$ cat config.mk
export PLATFORM = sky130hd
export DESIGN_NAME = dmem_arbiter
export DESIGN_NICKNAME = d
export VERILOG_FILES = /design/src/rtl/dmem_arbiter_pkg.sv /design/src/rtl/dmem_arbiter_rr.sv /design/src/rtl/dmem_arbiter.sv
export SDC_FILE = /design/constraint.sdc
export NUM_CORES = 1
export LEC_CHECK = 0
export BUFFER_PORTS_ARGS = -buffer_cell sky130_fd_sc_hd__buf_2
export CAP_MARGIN = 15
export CELL_PAD_IN_SITES_DETAIL_PLACEMENT = 1
export CELL_PAD_IN_SITES_GLOBAL_PLACEMENT = 2
export CORE_MARGIN = 2
export CORE_UTILIZATION = 26
export DETAILED_ROUTE_END_ITERATION = 16
export PLACE_DENSITY = 0.86
export REMOVE_ABC_BUFFERS = 1
export SYNTH_ARGS = -nofsm -noshare
export SYNTH_HDL_FRONTEND = slang
export SYNTH_SLANG_ARGS = --single-unit
$ cat constraint.sdc
create_clock -name clk -period 3.05 [get_ports clk]
set_input_delay 0 -clock clk [delete_from_list [all_inputs] [get_ports clk]]
set_output_delay 0 -clock clk [all_outputs]
set_load 0.05 [all_outputs]
$ cat src/rtl/dmem_arbiter_pkg.sv
// -----------------------------------------------------------------------------
// dmem_arbiter_pkg
// Shared types for the data-memory arbiter:
//   - arb_state_e : arbiter FSM encoding (IDLE = 1'b0, SERVE = 1'b1)
//   - REQ_CPU / REQ_LDR : requester ids (load/store stage, loader/debug port)
//   - id_to_onehot : requester id -> one-hot grant / rvalid vector
// -----------------------------------------------------------------------------
package dmem_arbiter_pkg;

   typedef enum logic {
      IDLE  = 1'b0,
      SERVE = 1'b1
   } arb_state_e;

   localparam logic REQ_CPU = 1'b0;
   localparam logic REQ_LDR = 1'b1;

   function automatic logic [1:0] id_to_onehot(input logic id);
      return (id == REQ_LDR) ? 2'b10 : 2'b01;
   endfunction

endpackage

$ cat src/rtl/dmem_arbiter_rr.sv
// -----------------------------------------------------------------------------
// rr_arb2
// Combinational two-way winner select. A lone request always wins; when both
// requesters are active the one named by i_prio wins.
// Ports:
//   i_req    [1:0] per-requester request
//   i_prio         requester id that wins a tie
//   o_valid        at least one request present
//   o_winner       winning requester id (REQ_CPU when no request)
// -----------------------------------------------------------------------------
module rr_arb2
   import dmem_arbiter_pkg::*;
(
   input  logic [1:0] i_req,
   input  logic       i_prio,
   output logic       o_valid,
   output logic       o_winner
);

   always_comb begin
      o_valid  = |i_req;
      o_winner = REQ_CPU;
      case (i_req)
         2'b01:   o_winner = REQ_CPU;
         2'b10:   o_winner = REQ_LDR;
         2'b11:   o_winner = i_prio;
         default: o_winner = REQ_CPU;
      endcase
   end

endmodule

$ cat src/rtl/dmem_arbiter.sv
// -----------------------------------------------------------------------------
// dmem_arbiter
// Round-robin arbiter sharing a single-cycle data_memory between requester 0
// (CPU load/store stage) and requester 1 (loader/debug port). The winning
// command is latched in IDLE, presented to memory for exactly one SERVE cycle,
// and read data comes back registered with a one-hot rvalid_o pulse.
// Ports:
//   clk, reset                    clock, asynchronous active-high reset
//   req_i, we_i                   per-requester request / write enable
//   addr0_i, addr1_i              requester addresses
//   wdata0_i, wdata1_i            requester write data
//   gnt_o, rvalid_o               one-cycle one-hot grant / read-valid pulses
//   rdata_o                       registered read data (shared)
//   mem_address, write_data,
//   MemRead, MemWrite             to data_memory (zero outside SERVE)
//   read_data                     from data_memory (combinational read)
//   grant_cnt0_o, grant_cnt1_o    saturating grant counters, present only when
//                                 DMEM_ARB_STATS_EN is defined (width CNT_W)
// -----------------------------------------------------------------------------
module dmem_arbiter
   import dmem_arbiter_pkg::*;
#(
   parameter int unsigned ADDR_W = 32,
   parameter int unsigned DATA_W = 32,
   parameter int unsigned CNT_W  = 16
) (
   input  logic              clk,
   input  logic              reset,
   input  logic [1:0]        req_i,
   input  logic [1:0]        we_i,
   input  logic [ADDR_W-1:0] addr0_i,
   input  logic [ADDR_W-1:0] addr1_i,
   input  logic [DATA_W-1:0] wdata0_i,
   input  logic [DATA_W-1:0] wdata1_i,
   output logic [1:0]        gnt_o,
   output logic [1:0]        rvalid_o,
   output logic [DATA_W-1:0] rdata_o,
   output logic [ADDR_W-1:0] mem_address,
   output logic [DATA_W-1:0] write_data,
   output logic              MemRead,
   output logic              MemWrite,
   input  logic [DATA_W-1:0] read_data
`ifdef DMEM_ARB_STATS_EN
   ,
   output logic [CNT_W-1:0]  grant_cnt0_o,
   output logic [CNT_W-1:0]  grant_cnt1_o
`endif
);

   arb_state_e        r_state;
   logic              r_prio;
   logic              r_id;
   logic              r_we;
   logic [ADDR_W-1:0] r_addr;
   logic [DATA_W-1:0] r_wdata;
   logic [1:0]        r_gnt;
   logic [1:0]        r_rvalid;
   logic [DATA_W-1:0] r_rdata;

   logic              w_valid;
   logic              w_winner;
   logic              w_serve;

   rr_arb2 u_rr_arb2 (
      .i_req    (req_i),
      .i_prio   (r_prio),
      .o_valid  (w_valid),
      .o_winner (w_winner)
   );

   always_ff @(posedge clk or posedge reset) begin
      if (reset) begin
         r_state  <= IDLE;
         r_prio   <= REQ_CPU;
         r_id     <= REQ_CPU;
         r_we     <= 1'b0;
         r_addr   <= '0;
         r_wdata  <= '0;
         r_gnt    <= '0;
         r_rvalid <= '0;
         r_rdata  <= '0;
      end else begin
         r_gnt    <= '0;
         r_rvalid <= '0;
         case (r_state)
            IDLE: begin
               if (w_valid) begin
                  r_id    <= w_winner;
                  r_we    <= we_i[w_winner];
                  r_addr  <= (w_winner == REQ_LDR) ? addr1_i : addr0_i;
                  r_wdata <= (w_winner == REQ_LDR) ? wdata1_i : wdata0_i;
                  r_gnt   <= id_to_onehot(w_winner);
                  // Loser of this round owns the next tie.
                  r_prio  <= ~w_winner;
                  r_state <= SERVE;
               end
            end
            SERVE: begin
               if (!r_we) begin
                  r_rdata  <= read_data;
                  r_rvalid <= id_to_onehot(r_id);
               end
               r_state <= IDLE;
            end
            default: r_state <= IDLE;
         endcase
      end
   end

   // Memory strobes decode straight from state so an asynchronous reset
   // mid-SERVE removes MemWrite before the memory's write edge.
   assign w_serve     = (r_state == SERVE);
   assign mem_address = w_serve ? r_addr : '0;
   assign write_data  = w_serve ? r_wdata : '0;
   assign MemWrite    = w_serve & r_we;
   assign MemRead     = w_serve & ~r_we;

   assign gnt_o    = r_gnt;
   assign rvalid_o = r_rvalid;
   assign rdata_o  = r_rdata;

`ifdef DMEM_ARB_STATS_EN
   localparam logic [CNT_W-1:0] CntMax = '1;

   logic [CNT_W-1:0] r_cnt0;
   logic [CNT_W-1:0] r_cnt1;

   always_ff @(posedge clk or posedge reset) begin
      if (reset) begin
         r_cnt0 <= '0;
         r_cnt1 <= '0;
      end else begin
         if (r_gnt[0] && (r_cnt0 != CntMax)) r_cnt0 <= r_cnt0 + 1'b1;
         if (r_gnt[1] && (r_cnt1 != CntMax)) r_cnt1 <= r_cnt1 + 1'b1;
      end
   end

   assign grant_cnt0_o = r_cnt0;
   assign grant_cnt1_o = r_cnt1;
`endif

endmodule

* Yosys cells after proc, flatten, opt, wreduce, memory -nomap -nowiden
Cells that the tools add are included.
** Operators by class
- Reduce and logical (&&, ||, !) cells :: 3
- Magnitude comparators :: 1
- Mux-type cells :: 15
- Equal/unequal tests :: 2
- Bitwise logic cells :: 5
** Operator list (number)
- two-way mux 32 bit :: 4
- two-way mux 2 bit :: 6
- == test 2 bit (second input constant) :: 2
- one-hot mux 1 bit (2 select lines) :: 2
- AND reduction 2 bit :: 2
- two-way mux 1 bit :: 3
- NOT 1 bit :: 3
- bitwise AND 1 bit :: 2
- less-than comparator 1 x 2 -> 1 bit (second input constant) :: 1
- OR reduction 2 bit :: 1
** Storage, ports and cells
- Output and inout bits :: 102
- Bits in registers :: 104
- Input bits :: 166
- Logic and storage cells :: 35

* Depth between registers and ports, before layout
Gate-level depths: netlist of run 1.
- Depth after elaboration :: 5
- Depth in mapped cells :: 6
- Gate-level depth less buffers :: 4

* By module
From an unflattened synthesis of run 1, not the netlist that was laid out.
** Unflattened totals
- Cell total of the unflattened synthesis :: 371
- Area, all modules :: 5121.2 um^2
** Modules (own cells, without submodules)
- dmem_arbiter :: seq. area each 2602.5 um^2, cells each 368, area an instance 5103.6 um^2, times used 1
- rr_arb2 :: seq. area each 0.0 um^2, cells each 3, area an instance 17.5 um^2, times used 1

* Least setup slack after synthesis of run 1
Ideal clock, no wire load.
- Path kind :: register -> register
- Start point :: reg r_state
- End point :: reg r_rdata[22], in the netlist rdata_o[22]
- Arrival :: 1322 ps
- Path slack :: 1603 ps
- Stages on the path, launching flop included :: 5
- Library setup time :: 125 ps
- Data required time :: 2925 ps
- Path buffers :: 2
- Period minus slack after synthesis :: 1447 ps
- Cells stage by stage :: dfrtp_1 nor2b_1 buf_2 buf_4 mux2_2
** On the way
- Word-level cells in the longest chain between the ends :: 1
** RTL lines
- start, declared :: RTL line dmem_arbiter.sv:50 : arb_state_e r_state;
- start signal, assigned :: RTL line dmem_arbiter.sv:73 : r_state <= IDLE;
- start signal, assigned :: RTL line dmem_arbiter.sv:95 : r_state <= SERVE;
- start signal, assigned :: RTL line dmem_arbiter.sv:103 : r_state <= IDLE;
- AND reduction 2 bit (no source line)
- end signal, assigned :: RTL line dmem_arbiter.sv:100 : r_rdata <= read_data;
- end, declared :: RTL line dmem_arbiter.sv:58 : logic [DATA_W-1:0] r_rdata;
Every way passes these cells.
A chain may end at the register's enable or synchronous reset.

* Worst setup path after layout of run 1
- Start point :: reg r_state
- End point :: reg r_wdata[26]
** On the way
- Word-level cells in the longest chain between the ends :: 2
** RTL lines
- NOT 1 bit
- AND reduction 2 bit (no source line)
- end signal, assigned :: RTL line dmem_arbiter.sv:91 : r_wdata <= (w_winner == REQ_LDR) ? wdata1_i : wdata0_i;
- end, declared :: RTL line dmem_arbiter.sv:55 : logic [DATA_W-1:0] r_wdata;
Every way passes these cells.

==> results_dict.tcl, run 1 <==
set metrics [dict create \
    dpl.cell_count 864 \
    via_count 4946 \
    fin_nets 974 \
    final_cells 1042 \
    r2r-start "r_state" \
    place.gp.congestion 0.7977 \
    antenna_found_initial 1 \
    reg2regPathDepth 5 \
    ir_drop_v 0.0004775 \
    maxSlewHeadroom_pct 53.30 \
    drcViolationCount 0 \
    finalMaxSlewViolations 0 \
    clockBufferDepth 2 \
    layout_min_cycle_time_ns 2.376 \
    drt_pre_antenna_iters 4 \
    period_share_pct 77.91 \
    cts_tree "built" \
    setup_tns_ns 0 \
    fmax_mhz 420.8 \
    synth_area_per_cell_um2 12.05 \
    root_buffer "clkbuf_16" \
    portBuffers 267 \
    core-area_um2 17900 \
    num_rows 49 \
    finalClockSkew_ns 0.01131 \
    worst_ep_arrival_time_ns 2.59 \
    drt_iter0_drc 139 \
    worstMarginPinSlew_ns 0.7005 \
    p_total_mw 5.735 \
    p_per_area_nw_per_um2 699.1 \
    htreeDepth 3 \
    dieWidth_um 139.0 \
    fill_cells 2031 \
    setup_viol 0 \
    layout_commonest_cell "buf_2" \
    r2r_end "r_wdata[26]" \
    routed_via_density 4.747 \
    cts-resized-gates 0 \
    hp-class "in2reg" \
    clk_pin_slew_ns 0.07 \
    grt_pass1_wl_mm 30.15 \
    ys_warn_count 0 \
    final-hold-violation-count 0 \
    grt_max_degree 85 \
    syn-cell-area_um2 4737 \
    worst_path_largest_cell_delay_ns 0.59 \
    diodes 0 \
    dieArea_um2 19320 \
    path_class "reg2reg" \
    fin_hold_ws_ns 0.01695 \
    die_y_um 139.0 \
    required_ns 3.27 \
    ys_seq_area_share_pct 54.94 \
    synth_cell_types 21 \
    path_cells "o21bai_4 -> buf_4 -> and2_1 -> a221o_1 -> dlygate4sd3_1" \
    crit_fanout 57 \
    regArea_um2 2604 \
    hold_depth 3 \
    cp-end-kind "flop" \
    drive_above_1_share_pct 40.84 \
    grt_pass1_vias 5637 \
    rrSetupSlack_ns 0.67 \
    status "finished, final reports clean" \
    wire_per_inst_um 18.12 \
    worstSkewPairLatency_ns 0.34 \
    initial_utilization_pct 26.46 \
    cap_viol_max_count 0 \
    clock-sinks 104 \
    syn2layout_area_growth_pct 73.19 \
    numCtsBuffers 9 \
    worstSetupStartpointType "flop" \
    slowest_stage "dlygate4sd3_1" \
    io_pins 268 \
    hpwl_mm 11.18 \
    placed_area_um2 6259 \
    final_cell_mix "buf_2, dlygate4sd3_1, and2_1, dfrtp_1, a221o_1" \
    synthCells 393 \
    p_leak_nw 4.035 \
    gr-total-overflow 0 \
    ant_nets 0 \
    wl_mm 18.89 \
    fin_area_um2 8204 \
    worstSetupStartpoint "r_state" \
    ys_seq_elements 104 \
    multi_input_area_um2 1962 \
    grt_use_total_pct 19.41 \
    rsz0062_at_grt "no" \
    critPathCapture "r_wdata[26]" \
]
## power by group
part	switching [mW]	total (mW)	internal (mW)
registers	0.199	1.93	1.73
clock network	0.532	1.19	0.663
logic	1.63	2.61	0.987
## cell type report
type / instances / share of cell area [%]
Clock buffer: 10 / 2.913
Clock inverter: 6 / 0.8235
Inverter: 4 / 0.2135
Multi-Input combinational cell: 253 / 23.91
Sequential cell: 104 / 31.74
Tap cell: 229 / 3.492
Timing Repair Buffer: 436 / 36.91
## registers in the layout, summed over array words and instances (netlist names)
signal	count
r_id	1
r_wdata	32
r_prio	1
r_we	1
rvalid_o	2
r_addr	32
gnt_o	2
rdata_o	32
r_state	1
## cell usage after synthesis
library cell / count / area, um2
a31oi_1: 8 / 50.05
a21o_1: 2 / 15.01
clkbuf_1: 11 / 41.29
buf_4: 6 / 45.04
a211oi_2: 1 / 12.51
inv_2: 2 / 7.510
inv_1: 2 / 7.510
nor2b_1: 2 / 12.51
nor3_2: 1 / 10.01
and2_1: 123 / 769.5
buf_2: 13 / 65.06
mux2_2: 32 / 360.4
dfrtp_1: 104 / 2603
o21bai_4: 1 / 18.77
and2b_4: 1 / 10.01
a221o_1: 57 / 570.6
buf_6: 2 / 22.52
nor2_1: 8 / 30.03
a21oi_1: 8 / 40.04
o21ai_0: 8 / 40.04
nand2b_1: 1 / 6.260
## how the worst min path moves through the flow
stage	from	end
global placement	wdata0_i[0]	r_wdata[0]
CTS	addr1_i[29]	r_addr[29]
finish	addr1_i[26]	r_addr[26]
floorplan	addr1_i[0]	r_addr[0]
detailed placement	addr1_i[10]	r_addr[10]
global route	addr1_i[26]	r_addr[26]
## stage by stage
stage | worst slack [ns] | utilization, %
floorplan | -0.7323 | -
global placement | 1.287 | 34.96
detailed placement | 1.202 | 34.96
CTS | 0.6504 | 45.62
global route | 0.5191 | 45.83
finish | 0.6737 | 45.83
## kinds of logic after synthesis
logic type             count (synthesis)  synth area share [%]
AO/OA/AOI/OAI                         85                 15.77
buffers and inverters                 36                 3.988
multiplexers                          32                 7.607
flip-flops                           104                 54.94
AND/OR/NAND/NOR                      136                 17.70
## routing by layer
metal  global-route usage [%]  share of wire [%]  vias to the layer above
met5                        0              0.069                        -
met1                    22.23                 40                     2464
met2                    35.49                 52                      217
met4                    7.071                2.5                        2
met3                    4.213                5.5                       33
li1                         -                  -                     2230
## critical path: cells and delay by family (launching register included)
| family | cells | cell delay [ns] |
|---|---|---|
| and+or+nand+nor | 1 | 0.25 |
| DFF | 1 | 0.50 |
| buffers and inverters | 2 | 0.90 |
| AOI/OAI and AO/OA | 2 | 0.55 |
## what timing repair did
action | in CTS | in global routing
hold buffers | 160 | 1
hold endpoints to repair | 180 | 1
setup buffers | 0 | 0
(Power assumes the default switching activity.)
==> inputs of run 2 (changes only) <==
ABC_AREA = 1   (was unset)
CORE_UTILIZATION = 24   (was 26)
PLACE_DENSITY = 0.87   (was 0.86)
clock period = 2.39 ns   (was 3.05 ns; I/O delays follow)
==> run 2 against run 1 <==
Sequential power increased by 27%. Clock skew increased by 0.0027 ns. Fmax increased by 10%. Sequential share of layout area decreased by 1.6 points. Count of clock-buffer cells in the layout increased by 1. Power increased by 26%. Synthesized cell count increased by 75%. Setup slack got worse by 0.44 ns. Critical path type unchanged.
==> results_dict.tcl, run 2 <==
set metrics [dict create \
    status "finished, final reports clean" \
    worst_ep_arrival_time_ns 2.45 \
    setup_viol 0 \
    slowest_stage "buf_4" \
    antenna_found_initial 1 \
    routed_via_density 4.591 \
    clockBufferDepth 2 \
    p_leak_nw 4.990 \
    setup_tns_ns 0 \
    root_buffer "clkbuf_16" \
    synth_common_cells "nand2_1, nand3_1, dfrtp_1" \
    num_rows 53 \
    clock-sinks 104 \
    synth_area_per_cell_um2 7.529 \
    dpl.cell_count 1189 \
    syn-cell-area_um2 5180 \
    regArea_um2 2604 \
    worst_path_largest_cell_delay_ns 0.57 \
    drive_above_1_share_pct 27.66 \
    cts-resized-gates 0 \
    fmax_mhz 463.5 \
    finalMaxSlewViolations 0 \
    yosysTopAreaCell "dfrtp_1" \
    place.gp.congestion 0.7524 \
    yosys.area.top_type_share_pct 50.24 \
    via_count 6280 \
    fin_hold_ws_ns 0.03012 \
    wl_mm 22.61 \
    layout_commonest_cell "buf_2" \
    maxSlewHeadroom_pct 45.39 \
    hp-class "in2reg" \
    io_pins 268 \
    synthCells 688 \
    portBuffers 267 \
    initial_utilization_pct 24.56 \
    yosys.cell_count.top_type "nand2_1" \
    synth_top_flop_cell "dfrtp_1" \
    syn2layout_area_growth_pct 66.98 \
    cap_viol_max_count 0 \
    final-hold-violation-count 0 \
    synth_cell_types 17 \
    p_per_area_nw_per_um2 836.2 \
    grt_pass1_wl_mm 34.89 \
    drt_pre_antenna_iters 4 \
    path_class "reg2reg" \
    synth_edf_count 0 \
    ys_warn_count 0 \
    grt_pass1_vias 6697 \
    multi_input_area_um2 1993 \
    crit_buf_inv 3 \
    p_total_mw 7.233 \
    reg2regPathDepth 6 \
    core-area_um2 21090 \
    die_y_um 150.9 \
    critPathTopFamily "buffers and inverters" \
    hpwl_mm 13.78 \
    ys_async_sr_fraction_pct 100.0 \
    ir_drop_v 0.0002918 \
    path_cells "inv_4 -> o21ai_4 -> buf_4 -> nand2_1 -> nand3_1 -> dlygate4sd3_1" \
    ys_seq_area_share_pct 50.24 \
    cp-end-kind "flop" \
    ys_seq_elements 104 \
    grt_use_total_pct 19.72 \
    ant_nets 0 \
    layout_min_cycle_time_ns 2.158 \
    period_share_pct 90.28 \
    gr-total-overflow 0 \
    dieArea_um2 22770 \
    drt_iter0_drc 160 \
    htreeDepth 3 \
    crit_fanout 47 \
    dp_slack_ns 0.6510 \
    worstSetupStartpointType "flop" \
    drcViolationCount 0 \
    cts_tree "built" \
    finalClockSkew_ns 0.01402 \
    yosys-top-cells-area "dfrtp_1, nand2_1, nand3_1" \
    final_cells 1368 \
    fin_nets 1253 \
    worstSkewPairLatency_ns 0.35 \
    wire_per_inst_um 16.53 \
    cp_num_cells 6 \
    numCtsBuffers 9 \
    final_cell_mix "buf_2, nand2_1, dlygate4sd3_1, nand3_1, dfrtp_1" \
    worstMarginPinSlew_ns 0.8192 \
    rsz0062_at_grt "no" \
    fin_ws_ns 0.2323 \
    clk_pin_slew_ns 0.08 \
    fill_cells 2627 \
    grt_max_degree 78 \
    hold_depth 5 \
    dieWidth_um 150.9 \
    cts_setup_buffers 0 \
    ctsHoldBuffers 162 \
    required_ns 2.68 \
]
## run 2: cell types whose count changed after synthesis, moves of 6 or more
cell / change
nand2_1: +246
nand3_1: +130
and2_1: -123
inv_1: +84
a221o_1: -57
nand4_1: +57
mux2_2: -32
buf_2: +16
a21oi_1: -8
a31oi_1: -8
clkbuf_1: +7
o21ai_0: -6
## run 2: per-stage QoR
step	utilization [%]	instance area [um2]
2_1_floorplan	-	4915
3_3_place_gp	32.03	6754
3_5_place_dp	32.03	6754
4_1_cts	41.01	8647
5_1_grt	41.01	8647
6_report	41.02	8650
## run 2: worst register-to-register path, cell delays in order, from the launching register on
cell,delay (ns)
dfrtp_2,0.39
inv_4,0.06
o21ai_4,0.23
buf_4,0.57
nand2_1,0.16
nand3_1,0.12
dlygate4sd3_1,0.57
## run 2: kinds of logic after synthesis
logic type	Yosys count	synth area share, %
flip-flops	104	50.24
AO/OA/AOI/OAI	4	0.5315
AND/OR/NAND/NOR	437	37.61
buffers and inverters	143	11.62
## run 2: final timing paths
kind,from,slack [ns],end
min,addr1_i[30],0.03,r_addr[30]
min in group asynchronous,reset,0.27,rdata_o[17]
min reg2reg,r_id,0.47,rvalid_o[0]
max reg2reg,r_state,0.23,r_wdata[20]
max,r_state,0.23,r_wdata[20]
max in group asynchronous,reset,1.40,r_addr[14]
## run 2: final cells by class
type	instances	share of cell area (%)
clock inverters	5	0.4484
well taps	275	3.978
flip-flops and latches	104	30.10
inverters	89	3.949
repair buffers	442	35.76
diodes	1	0.02893
multi-input cells	441	23.04
clock buffers	11	2.691
## run 2: power by group
group / leakage (nW) / total, mW / switching [mW] / internal (mW)
sequential: 1.28 / 2.45 / 0.258 / 2.20
clock: 0.131 / 1.43 / 0.711 / 0.718
combinational: 3.58 / 3.35 / 2.29 / 1.06
## run 2: routing by layer
| layer | wire [um] | track usage (%) | vias to the layer above |
|---|---|---|---|
| met3 | 1651 | 4.940 | 28 |
| met2 | 11130 | 35.25 | 227 |
| li1 | - | - | 2989 |
| met4 | 435 | 6.542 | 2 |
| met5 | 12 | 0 | - |
| met1 | 9387 | 23.04 | 3034 |
==> inputs of run 3 (changes only) <==
ABC_AREA = unset   (was 1)
CORE_UTILIZATION = 28   (was 24)
PLACE_DENSITY = 0.91   (was 0.87)
clock period = 2.5 ns   (was 2.39 ns; I/O delays follow)
==> run 3 against run 2 <==
Global-route usage increased by 1.5 points. Setup slack got worse by 0.0045 ns. Register-to-register slack about the same. Clock skew decreased by 0.0086 ns. Critical path type unchanged. Critical endpoint is now r_addr[25]. Largest cell class unchanged. Largest power group unchanged.
==> results_dict.tcl, run 3 (synthesis gave the netlist of run 1 again) <==
set metrics [dict create \
    syn2layout_area_growth_pct 73.48 \
    hpwl_mm 11.35 \
    final_cell_mix "buf_2, dlygate4sd3_1, and2_1, dfrtp_1, a221o_1" \
    ctsHoldBuffers 160 \
    fin_ws_ns 0.2278 \
    grt_use_total_pct 21.21 \
    final_cells 1034 \
    cts-resized-gates 0 \
    numCtsBuffers 9 \
    fmax_mhz 440.1 \
    clockBufferDepth 2 \
    status "finished, final reports clean" \
    wire_per_inst_um 18.46 \
    grt_use_met2_pct 38.12 \
    grt_pass1_vias 5719 \
    worstSetupStartpointType "flop" \
    slowest_stage "dlygate4sd3_1" \
    crit_fanout 33 \
    antenna_found_initial 1 \
    rsz0062_at_grt "no" \
    final-hold-violation-count 0 \
    fill_cells 1846 \
    wl_mm 19.09 \
    finalMaxSlewViolations 0 \
    path_cells "o21bai_4 -> buf_16 -> buf_4 -> inv_2 -> nor2_1 -> a21oi_1 -> dlygate4sd3_1" \
    clk_pin_slew_ns 0.07 \
    via_count 4987 \
    gr-total-overflow 0 \
    worstMarginPinSlew_ns 0.7167 \
    grt_max_degree 60 \
    dieWidth_um 134.1 \
    finalClockSkew_ns 0.005377 \
    path_class "reg2reg" \
    required_ns 2.78 \
    place.gp.congestion 0.8101 \
    num_rows 47 \
    regArea_um2 2604 \
    multi_input_area_um2 1962 \
    io_pins 268 \
    setup_viol 0 \
    worst_ep_arrival_time_ns 2.55 \
    busiest_layer "met2" \
    ir_drop_v 0.0004936 \
    setup_tns_ns 0 \
    routed_via_density 4.823 \
    worst_path_largest_cell_delay_ns 0.59 \
    layout_commonest_cell "buf_2" \
    dieArea_um2 17970 \
    layout_min_cycle_time_ns 2.272 \
    core-area_um2 16580 \
    root_buffer "clkbuf_16" \
    fin_hold_ws_ns 0.01479 \
    gr-usage-met3_pct 5.102 \
    cp-end-kind "flop" \
    drt_pre_antenna_iters 4 \
    worstSkewPairLatency_ns 0.34 \
    cts_tree "built" \
    initial_utilization_pct 28.56 \
    grt_pass1_wl_mm 30.10 \
    fin_nets 974 \
    hp-class "in2reg" \
    drcViolationCount 0 \
    drive_above_1_share_pct 40.84 \
    grtUsageMet1_pct 24.28 \
    clock-sinks 104 \
    die_y_um 134.1 \
    htreeDepth 3 \
    p_leak_nw 4.049 \
    cts_setup_buffers 0 \
    portBuffers 267 \
    dpl.cell_count 856 \
    dp_slack_ns 0.5439 \
    period_share_pct 90.89 \
    cap_viol_max_count 0 \
    drt_iter0_drc 136 \
    maxSlewHeadroom_pct 52.22 \
    p_per_area_nw_per_um2 864.5 \
    ant_nets 0 \
]
run 3: cell types whose count changed in the layout (fill, tap and decap cells not counted), moves of 5 or more:
| cell | delta |
|---|---|
| nand4_1 | -57 |
| inv_1 | -84 |
| a21oi_1 | +8 |
| o21ai_0 | +6 |
| nand2_1 | -245 |
| mux2_2 | +32 |
| and2_1 | +123 |
| nor2_1 | +5 |
| nand3_1 | -130 |
| a31oi_1 | +8 |
| a221o_1 | +57 |
run 3: routing by layer:
layer  routed length [um]  vias to the layer above
met5                    0                        -
met4                  534                        0
met3                 1347                       40
met2                 9561                      225
met1                 7646                     2483
li1                     -                     2239
run 3: per-stage QoR:
stage | power, mW | util [%] | area (um2)
floorplan | 4.293 | - | 4563
global placement | 4.992 | 37.79 | 6267
detailed placement | 5.080 | 37.79 | 6267
CTS | 7.079 | 49.37 | 8188
global route | 7.422 | 49.54 | 8215
finish | 7.104 | 49.55 | 8218
run 3: final timing paths:
path / startpoint / end / slack (ns) / cells after the start
max in group asynchronous: reset / r_addr[5] / 1.44 / 4
min in group asynchronous: reset / r_addr[27] / 0.31 / 3
hold reg to reg: r_id / rvalid_o[0] / 0.46 / 1
setup / recovery: r_state / r_addr[25] / 0.23 / 7
setup reg to reg: r_state / r_addr[25] / 0.23 / 7
hold / removal: addr1_i[27] / r_addr[27] / 0.01 / 3
run 3: layout make-up:
cell class	instances	share of cell area, %
clock inverters	6	1.096
well taps	220	3.350
multi-input cells	253	23.87
diodes	1	0.03045
clock buffers	10	2.786
flip-flops and latches	104	31.68
repair buffers	436	36.97
inverters	4	0.2132
run 3: power by group:
part | leakage [nW] | switching, mW | total (mW) | internal, mW
Combinational | 2.64 | 2.00 | 3.21 | 1.21
Clock | 0.153 | 0.651 | 1.54 | 0.885
Sequential | 1.25 | 0.243 | 2.35 | 2.11
run 3: worst max-delay path: cells and delay by family (launching register included):
family                 cells  cell delay [ns]
AND/OR/NAND/NOR            1             0.06
AO/OA/AOI/OAI              2             0.51
buffers and inverters      4             1.20
flip-flops                 1             0.44
